<file path="src/rtl/receptor_comandos_serial_pkg.sv">
// Shared definitions for the serial command receiver: RX FSM state codes,
// accepted command bytes and the byte-to-command decoder.
package receptor_comandos_serial_pkg;

  localparam int CLKS_PER_BIT_PADRAO = 434;

  typedef enum logic [3:0] {
    OCIOSO      = 4'd0,
    INICIO      = 4'd1,
    DADOS       = 4'd2,
    PARADA      = 4'd3,
    DECODIFICA  = 4'd4,
    ESPERA_ALTO = 4'd5
  } estado_rx_t;

  localparam logic [7:0] CMD_ABRE      = 8'h41;
  localparam logic [7:0] CMD_ABRE_MIN  = 8'h61;
  localparam logic [7:0] CMD_FECHA     = 8'h46;
  localparam logic [7:0] CMD_FECHA_MIN = 8'h66;
  localparam logic [7:0] CMD_MEDE      = 8'h4D;
  localparam logic [7:0] CMD_MEDE_MIN  = 8'h6D;
  localparam logic [7:0] CMD_AUTO      = 8'h52;
  localparam logic [7:0] CMD_AUTO_MIN  = 8'h72;

  typedef enum logic [2:0] {
    C_INVALIDO = 3'd0,
    C_ABRE     = 3'd1,
    C_FECHA    = 3'd2,
    C_MEDE     = 3'd3,
    C_AUTO     = 3'd4
  } comando_t;

  function automatic comando_t decodifica_cmd(input logic [7:0] b);
    comando_t c;
    case (b)
      CMD_ABRE,  CMD_ABRE_MIN:  c = C_ABRE;
      CMD_FECHA, CMD_FECHA_MIN: c = C_FECHA;
      CMD_MEDE,  CMD_MEDE_MIN:  c = C_MEDE;
      CMD_AUTO,  CMD_AUTO_MIN:  c = C_AUTO;
      default:                  c = C_INVALIDO;
    endcase
    return c;
  endfunction

endpackage

</file>
<file path="src/rtl/receptor_comandos_serial_rx.sv">
// UART 8N1 deserialiser: input synchroniser, start validation at half bit,
// centre sampling of data/stop, break handling; strobes a good or bad frame.
module rx_serial_8n1
  import receptor_comandos_serial_pkg::*;
#(
  parameter int CLKS_PER_BIT = CLKS_PER_BIT_PADRAO,
  parameter int SYNC_STAGES  = 2
) (
  input  logic       clock,
  input  logic       reset,
  input  logic       rx,
  output logic [7:0] dado,
  output logic       byte_valido,
  output logic       erro_quadro,
  output logic [3:0] estado_atual
);

  localparam int TW = $clog2(CLKS_PER_BIT);
  localparam logic [TW-1:0] BIT_FIM  = TW'(CLKS_PER_BIT - 1);
  localparam logic [TW-1:0] MEIO_FIM = TW'(CLKS_PER_BIT / 2 - 1);

  logic [SYNC_STAGES-1:0] sinc;
  logic                   rx_s;
  estado_rx_t             estado;
  logic [TW-1:0]          timer;
  logic [2:0]             indice;
  logic                   amostra_bit;

  // Preset to idle level so reset release never looks like a start edge
  always_ff @(posedge clock or negedge reset) begin
    if (!reset) sinc <= '1;
    else        sinc <= {sinc[SYNC_STAGES-2:0], rx};
  end

  assign rx_s = sinc[SYNC_STAGES-1];

  assign amostra_bit = (estado == DADOS) && (timer == BIT_FIM);

  always_ff @(posedge clock or negedge reset) begin
    if (!reset) begin
      estado <= OCIOSO;
      timer  <= '0;
      indice <= '0;
    end else begin
      case (estado)
        OCIOSO: begin
          timer  <= '0;
          indice <= '0;
          if (!rx_s) estado <= INICIO;
        end
        INICIO: begin
          if (timer == MEIO_FIM) begin
            timer  <= '0;
            estado <= rx_s ? OCIOSO : DADOS;
          end else begin
            timer <= timer + TW'(1);
          end
        end
        DADOS: begin
          if (timer == BIT_FIM) begin
            timer  <= '0;
            indice <= indice + 3'd1;
            if (indice == 3'd7) estado <= PARADA;
          end else begin
            timer <= timer + TW'(1);
          end
        end
        PARADA: begin
          if (timer == BIT_FIM) begin
            timer  <= '0;
            estado <= rx_s ? DECODIFICA : ESPERA_ALTO;
          end else begin
            timer <= timer + TW'(1);
          end
        end
        DECODIFICA:  estado <= OCIOSO;
        ESPERA_ALTO: if (rx_s) estado <= OCIOSO;
        default:     estado <= OCIOSO;
      endcase
    end
  end

  // Data shift register, LSB arrives first; never observed before a full frame
  always_ff @(posedge clock) begin
    if (amostra_bit) dado <= {rx_s, dado[7:1]};
  end

  assign byte_valido  = (estado == PARADA) && (timer == BIT_FIM) &&  rx_s;
  assign erro_quadro  = (estado == PARADA) && (timer == BIT_FIM) && !rx_s;
  assign estado_atual = estado;

endmodule

</file>
<file path="src/rtl/receptor_comandos_serial.sv">
// Remote command receiver: decodes single-byte UART commands into valve
// override pulses/levels, remote measurement start and error pulses.
module receptor_comandos_serial
  import receptor_comandos_serial_pkg::*;
#(
  parameter int CLKS_PER_BIT = CLKS_PER_BIT_PADRAO,
  parameter int SYNC_STAGES  = 2
) (
  input  logic       clock,
  input  logic       reset,
  input  logic       RX,
  output logic       abre_manual,
  output logic       fecha_manual,
  output logic       iniciar_remoto,
  output logic       modo_manual,
  output logic       valvula_manual,
  output logic [7:0] dado_recebido,
  output logic       erro_quadro,
  output logic       cmd_invalido,
  output logic [3:0] db_estado
);

  logic [7:0] dado_rx;
  logic       quadro_ok;
  logic       quadro_erro;
  comando_t   cmd;

  rx_serial_8n1 #(
    .CLKS_PER_BIT(CLKS_PER_BIT),
    .SYNC_STAGES (SYNC_STAGES)
  ) u_rx (
    .clock       (clock),
    .reset       (reset),
    .rx          (RX),
    .dado        (dado_rx),
    .byte_valido (quadro_ok),
    .erro_quadro (quadro_erro),
    .estado_atual(db_estado)
  );

  assign cmd = decodifica_cmd(dado_rx);

  // Registered on the stop-bit sample edge, so every effect shows during DECODIFICA
  always_ff @(posedge clock or negedge reset) begin
    if (!reset) begin
      abre_manual    <= 1'b0;
      fecha_manual   <= 1'b0;
      iniciar_remoto <= 1'b0;
      cmd_invalido   <= 1'b0;
      erro_quadro    <= 1'b0;
      modo_manual    <= 1'b0;
      valvula_manual <= 1'b0;
      dado_recebido  <= 8'h00;
    end else begin
      abre_manual    <= 1'b0;
      fecha_manual   <= 1'b0;
      iniciar_remoto <= 1'b0;
      cmd_invalido   <= 1'b0;
      erro_quadro    <= quadro_erro;
      if (quadro_ok) begin
        dado_recebido <= dado_rx;
        case (cmd)
          C_ABRE: begin
            abre_manual    <= 1'b1;
            modo_manual    <= 1'b1;
            valvula_manual <= 1'b1;
          end
          C_FECHA: begin
            fecha_manual   <= 1'b1;
            modo_manual    <= 1'b1;
            valvula_manual <= 1'b0;
          end
          C_MEDE: iniciar_remoto <= 1'b1;
          C_AUTO: begin
            modo_manual    <= 1'b0;
            valvula_manual <= 1'b0;
          end
          default: cmd_invalido <= 1'b1;
        endcase
      end
    end
  end

endmodule

</file>
<file path="config.mk">
export PLATFORM = sky130hd
export DESIGN_NAME = receptor_comandos_serial
export DESIGN_NICKNAME = d
export VERILOG_FILES = /design/src/rtl/receptor_comandos_serial_pkg.sv /design/src/rtl/receptor_comandos_serial_rx.sv /design/src/rtl/receptor_comandos_serial.sv
export SDC_FILE = /design/constraint.sdc
export NUM_CORES = 1
export LEC_CHECK = 0
export BUFFER_PORTS_ARGS = -buffer_cell sky130_fd_sc_hd__buf_2
export CORE_AREA = 5 5 57 71
export CTS_CLUSTER_DIAMETER = 100
export DETAILED_ROUTE_END_ITERATION = 8
export DIE_AREA = 0 0 62 76
export PLACE_DENSITY = 0.76
export REMOVE_ABC_BUFFERS = 1
export SETUP_SLACK_MARGIN = 0.5
export SLEW_MARGIN = 20
export SYNTH_ARGS = -nofsm -noshare
export SYNTH_HDL_FRONTEND = slang
export SYNTH_SLANG_ARGS = --single-unit
</file>
<file path="constraint.sdc">
create_clock -name clock -period 3.6 [get_ports clock]
set_clock_uncertainty 0.05 [all_clocks]
set_input_delay 0.18 -clock clock [delete_from_list [all_inputs] [get_ports clock]]
set_output_delay 0.18 -clock clock [all_outputs]
set_load 0.02 [all_outputs]
</file>
After elaboration in Yosys (flattened, before gate mapping):

Cells that the tools add are included.

* bits of input ports: 3
* bits in registers: 41

* add/subtract/negate cells: 2
* equal/unequal tests: 25
* reductions and logical operators: 22
* muxes and demuxes: 25

Operators by type and width (number)
* == test 8 x 7 -> 1 bit (second input constant): 8
* case mux 9 bit (3 select lines): 1
* two-way mux 4 bit: 6
* case mux 4 bit (5 select lines): 1
* two-way mux 9 bit: 2
* OR reduction 2 bit: 7
* case mux 3 bit (4 select lines): 1
* adder 9 x 1 -> 9 bit (second input constant): 1
* == test 9 x 8 -> 1 bit (second input constant): 1
* == test 9 bit (second input constant): 1
* two-way mux 1 bit: 9
* == test 4 x 2 -> 1 bit (second input constant): 2
* == test 3 x 2 -> 1 bit (second input constant): 2
* == test 3 bit (second input constant): 2
* inequality test 2 x 1 -> 1 bit (second input constant): 3
* inequality test 2 bit (second input constant): 3
* case mux 3 bit (2 select lines): 1
* AND reduction 2 bit: 3
* AND reduction 6 bit: 1
* nonzero test 2 bit: 3
* == test 4 x 1 -> 1 bit (second input constant): 1
* == test 4 x 3 -> 1 bit (second input constant): 1
* logical AND 1 bit: 4
* logical NOT 4 bit: 1
* other kinds (8): 9

Longest topological paths before layout:

* word-level depth: 7
* gate-level depth with buffers: 7
* depth with buffers taken out: 6

Hierarchy:

Synthesis repeated with hierarchy kept, for this count alone.

* cell total of the unflattened synthesis: 166
* area, all modules: 1975.6 µm²

Modules (own cells, without submodules)
* rx_serial_8n1: area an instance 1325.0 µm², times used 1, seq. area each 668.1 µm², cells an instance 116
* receptor_comandos_serial: area an instance 650.6 µm², times used 1, seq. area each 375.4 µm², cells an instance 50

Worst setup path before layout:

Ideal clock, no wire load.

* path type: register to register
* start: register u_rx.timer[1]
* end: register u_rx.dado[0] (enable)
* stages on the path, launching flop included: 6
* arrival: 1640 ps
* data required time: 3167 ps
* setup slack: 1527 ps
* path buffers: 0
* cells stage by stage: dfrtp_1 -> inv_1 -> ha_1 -> and4bb_4 -> nand2_1 -> nor3_1

* longest elaborated chain between the ends: 2

Ends and longest elaborated chain
* start: declaration: RTL line receptor_comandos_serial_rx.sv:25 `logic [TW-1:0] timer;`
* start signal: assignment: RTL line receptor_comandos_serial_rx.sv:56 `timer <= timer + TW'(1);`
* start signal: assignment: RTL line receptor_comandos_serial_rx.sv:65 `timer <= timer + TW'(1);`
* start signal: assignment: RTL line receptor_comandos_serial_rx.sv:73 `timer <= timer + TW'(1);`
* == test 9 bit: RTL line receptor_comandos_serial_rx.sv:37 `assign amostra_bit = (estado == DADOS) && (timer == BIT_FIM);`
* logical AND 1 bit: RTL line receptor_comandos_serial_rx.sv:37
* named net u_rx.amostra_bit: RTL line receptor_comandos_serial_rx.sv:27 `logic amostra_bit;`
* end signal: assignment: RTL line receptor_comandos_serial_rx.sv:85 `if (amostra_bit) dado <= {rx_s, dado[7:1]};`
* end: declaration: RTL line receptor_comandos_serial_rx.sv:12 `output logic [7:0] dado,`

The timed path passes the listed nets, and every way through them passes these cells.
A chain may end at the register's enable or synchronous reset.

Worst setup path in the final report:

Same ends and word-level chain as after synthesis.

==> impl_metrics.json <==
{
  "yosysWarnings": 0,
  "path_class": "reg -> reg",
  "fin_nets": 190,
  "die-area_um2": 4710,
  "use_met3": 0.0458,
  "ys_seq_elements": 40,
  "setup.worst_path.start_class": "flip-flop",
  "gp_congestion": 0.865,
  "post_drt_via_cell_ratio": 5.86,
  "core_um2": 3360,
  "cts-resized-gates": 0,
  "setup_viol": 0,
  "synth_edf_count": 8,
  "vdd_drop_max_mv": 0.294,
  "pin_count": 22,
  "post_drt_wl_per_cell_um": 14.9,
  "drive_above_1_share": 0.257,
  "cts_tree": "done",
  "post-route-period-util": 0.645,
  "die_x_um": 62,
  "area_growth_syn_to_layout_pct": 12.7,
  "grt-ovfl-total": 0,
  "regArea_um2": 1040,
  "ant_nets": 0,
  "dr_total_vias": 1300,
  "crit_fanout": 8,
  "ys_top_cells_by_count": "dfrtp_1 (30), nand2_1 (15), o21ai_0 (10)",
  "slew_headroom": 0.358,
  "finalMaxSlewViolations": 0,
  "maxCapViolCount": 0,
  "clk_path_buf_depth": 2,
  "port_buffers": 20,
  "grt_pass1_vias": 1309,
  "post-synth-top-count-cell": "dfrtp_1",
  "status": "finished clean",
  "routed_wl_um": 3300,
  "end_kind": "flip-flop",
  "hpwl_um": 2370,
  "finalHoldViolations": 0,
  "die_y_um": 76,
  "multi_input_area_um2": 777,
  "synth-async-reset-ratio": 0.800,
  "tightest_slew_ns": 0.955,
  "drc": 0,
  "rows": 24,
  "hp-class": "reg -> reg",
  "clock_sinks": 40,
  "leakage_nw": 0.976,
  "crit_slowest_cell": "nor3_1",
  "synth.distinct_cells": 50,
  "syn_area_um2": 1890,
  "start_util": 0.561,
  "required_ns": 3.47,
  "grt_max_degree": 33,
  "rsz0062_at_grt": "false",
  "period_minus_slack_ns": 2.32,
  "synth_area_leaders": "dfrtp_1 (40%), edfxtp_1 (13%), mux2_2 (4.8%)",
  "use_met2": 0.271,
  "hold_buffers": 2,
  "synthDominantCellAreaShare": 0.398,
  "antenna_found_initial": 0,
  "htreeDepth": 2,
  "synth_top_area_cell": "dfrtp_1",
  "numCtsBuffers": 5,
  "drt_iter0_drc": 52,
  "root_buffer": "clkbuf_8",
  "post_cts_buffers": 0,
  "power_density_nw_per_um2": 397,
  "n_fill_cell": 267,
  "worstPathCellList": "inv_1 -> ha_1 -> and4bb_4 -> nand2_1 -> nor3_1",
  "clkLatencyLatePin_ns": 0.29,
  "clk_pin_slew_ns": 0.08,
  "yosys_most_used_dff": "dfrtp_1",
  "syn_avg_cell_area_um2": 11.8,
  "synth_cells": 160,
  "grt_pass1_wl_um": 5840,
  "max_stage_delay_ns": 0.80,
  "met1_usage": 0.195,
  "setup_tns_ns": 0,
  "holdWs_ns": 0.307,
  "seq_area_frac_synth": 0.553,
  "grt_usage": 0.162,
  "drt_pass1_iterations": 4,
  "antenna_cells": 0,
  "fmax_ghz": 0.430,
  "grt_most_used_layer": "met2",
  "crit_arrival_ns": 2.19
}
[layout make-up]
type | instances | share of cell area
Clock buffer | 5 | 0.0324
Clock inverter | 3 | 0.0218
Inverter | 6 | 0.0106
Multi-Input combinational cell | 107 | 0.365
Sequential cell | 40 | 0.491
Tap cell | 39 | 0.0229
Timing Repair Buffer | 22 | 0.0565
[cells in the final DEF, fill, tap and decap left out, types with 2 or more instances in the layout]
cell / instances
dfrtp_1: 30
and4b_1: 2
edfxtp_1: 8
inv_1: 6
nor2b_1: 3
o22ai_1: 2
nand2_1: 15
nor2_1: 8
o211ai_1: 3
o21a_1: 3
mux2i_1: 2
dfstp_2: 2
nand3_1: 3
xor2_1: 2
nor3_1: 6
o21ai_0: 10
a22o_1: 6
clkbuf_8: 5
nor4_1: 2
a21oi_2: 2
mux2_2: 8
ha_1: 5
buf_2: 20
dlygate4sd3_1: 2
[metrics by stage]
step	setup slack [ns]	utilization	power, mW	area, um^2	std cells
floorplan	1.53	-	0.474	1840	153
global placement	1.39	0.592	0.482	1990	212
detailed placement	1.26	0.592	0.483	1990	212
CTS	1.30	0.632	0.854	2130	222
global route	1.08	0.632	0.877	2130	222
finish	1.28	0.632	0.843	2130	222
[power by group]
part           internal (mW)  switching (mW)
clock                  0.209           0.160
sequential             0.462         0.00136
combinational        0.00266         0.00850
total                  0.673           0.170
[sequential cells by signal, indices dropped and copies added, names as in the netlist, 2 cells and up]
register	count
u_rx.timer	9
dado_recebido	8
u_rx.dado	8
u_rx.estado_atual	3
u_rx.indice	3
u_rx.sinc	2
[worst max-delay path, delay by kind of cell, from the launching register on]
family                     cells  cell delay (ns)
buffers and inverters          1             0.09
and+or+nand+nor                3             1.24
DFF                            1             0.41
adders and majority gates      1             0.14
[worst paths after layout]
path | start | endpoint | slack, ns | depth (start not counted)
setup / recovery | u_rx.timer[1] | u_rx.dado[0] | 1.28 | 5
hold / removal | u_rx.sinc[0] | u_rx.sinc[1] | 0.31 | 0
setup reg to reg | u_rx.timer[1] | u_rx.dado[0] | 1.28 | 5
hold reg to reg | u_rx.sinc[0] | u_rx.sinc[1] | 0.31 | 0
max in group asynchronous | reset | dado_recebido[4] | 2.64 | 2
min in group asynchronous | reset | iniciar_remoto | 0.41 | 2
[cells by family after synthesis]
group | synth area share
compound gates | 0.119
fa+ha+maj | 0.0331
simple gates | 0.185
other cells | 0.00199
flops | 0.553
mux | 0.0583
xor+xnor | 0.0139
buf+inv | 0.0358
[per-layer routing]
| metal | share of wire | vias up |
|---|---|---|
| met5 | 0 | - |
| met1 | 0.40 | 643 |
| met3 | 0.052 | 7 |
| li1 | - | 624 |
| met4 | 0.018 | 0 |
| met2 | 0.53 | 26 |
No activity file was read; power rests on OpenSTA's default activity.
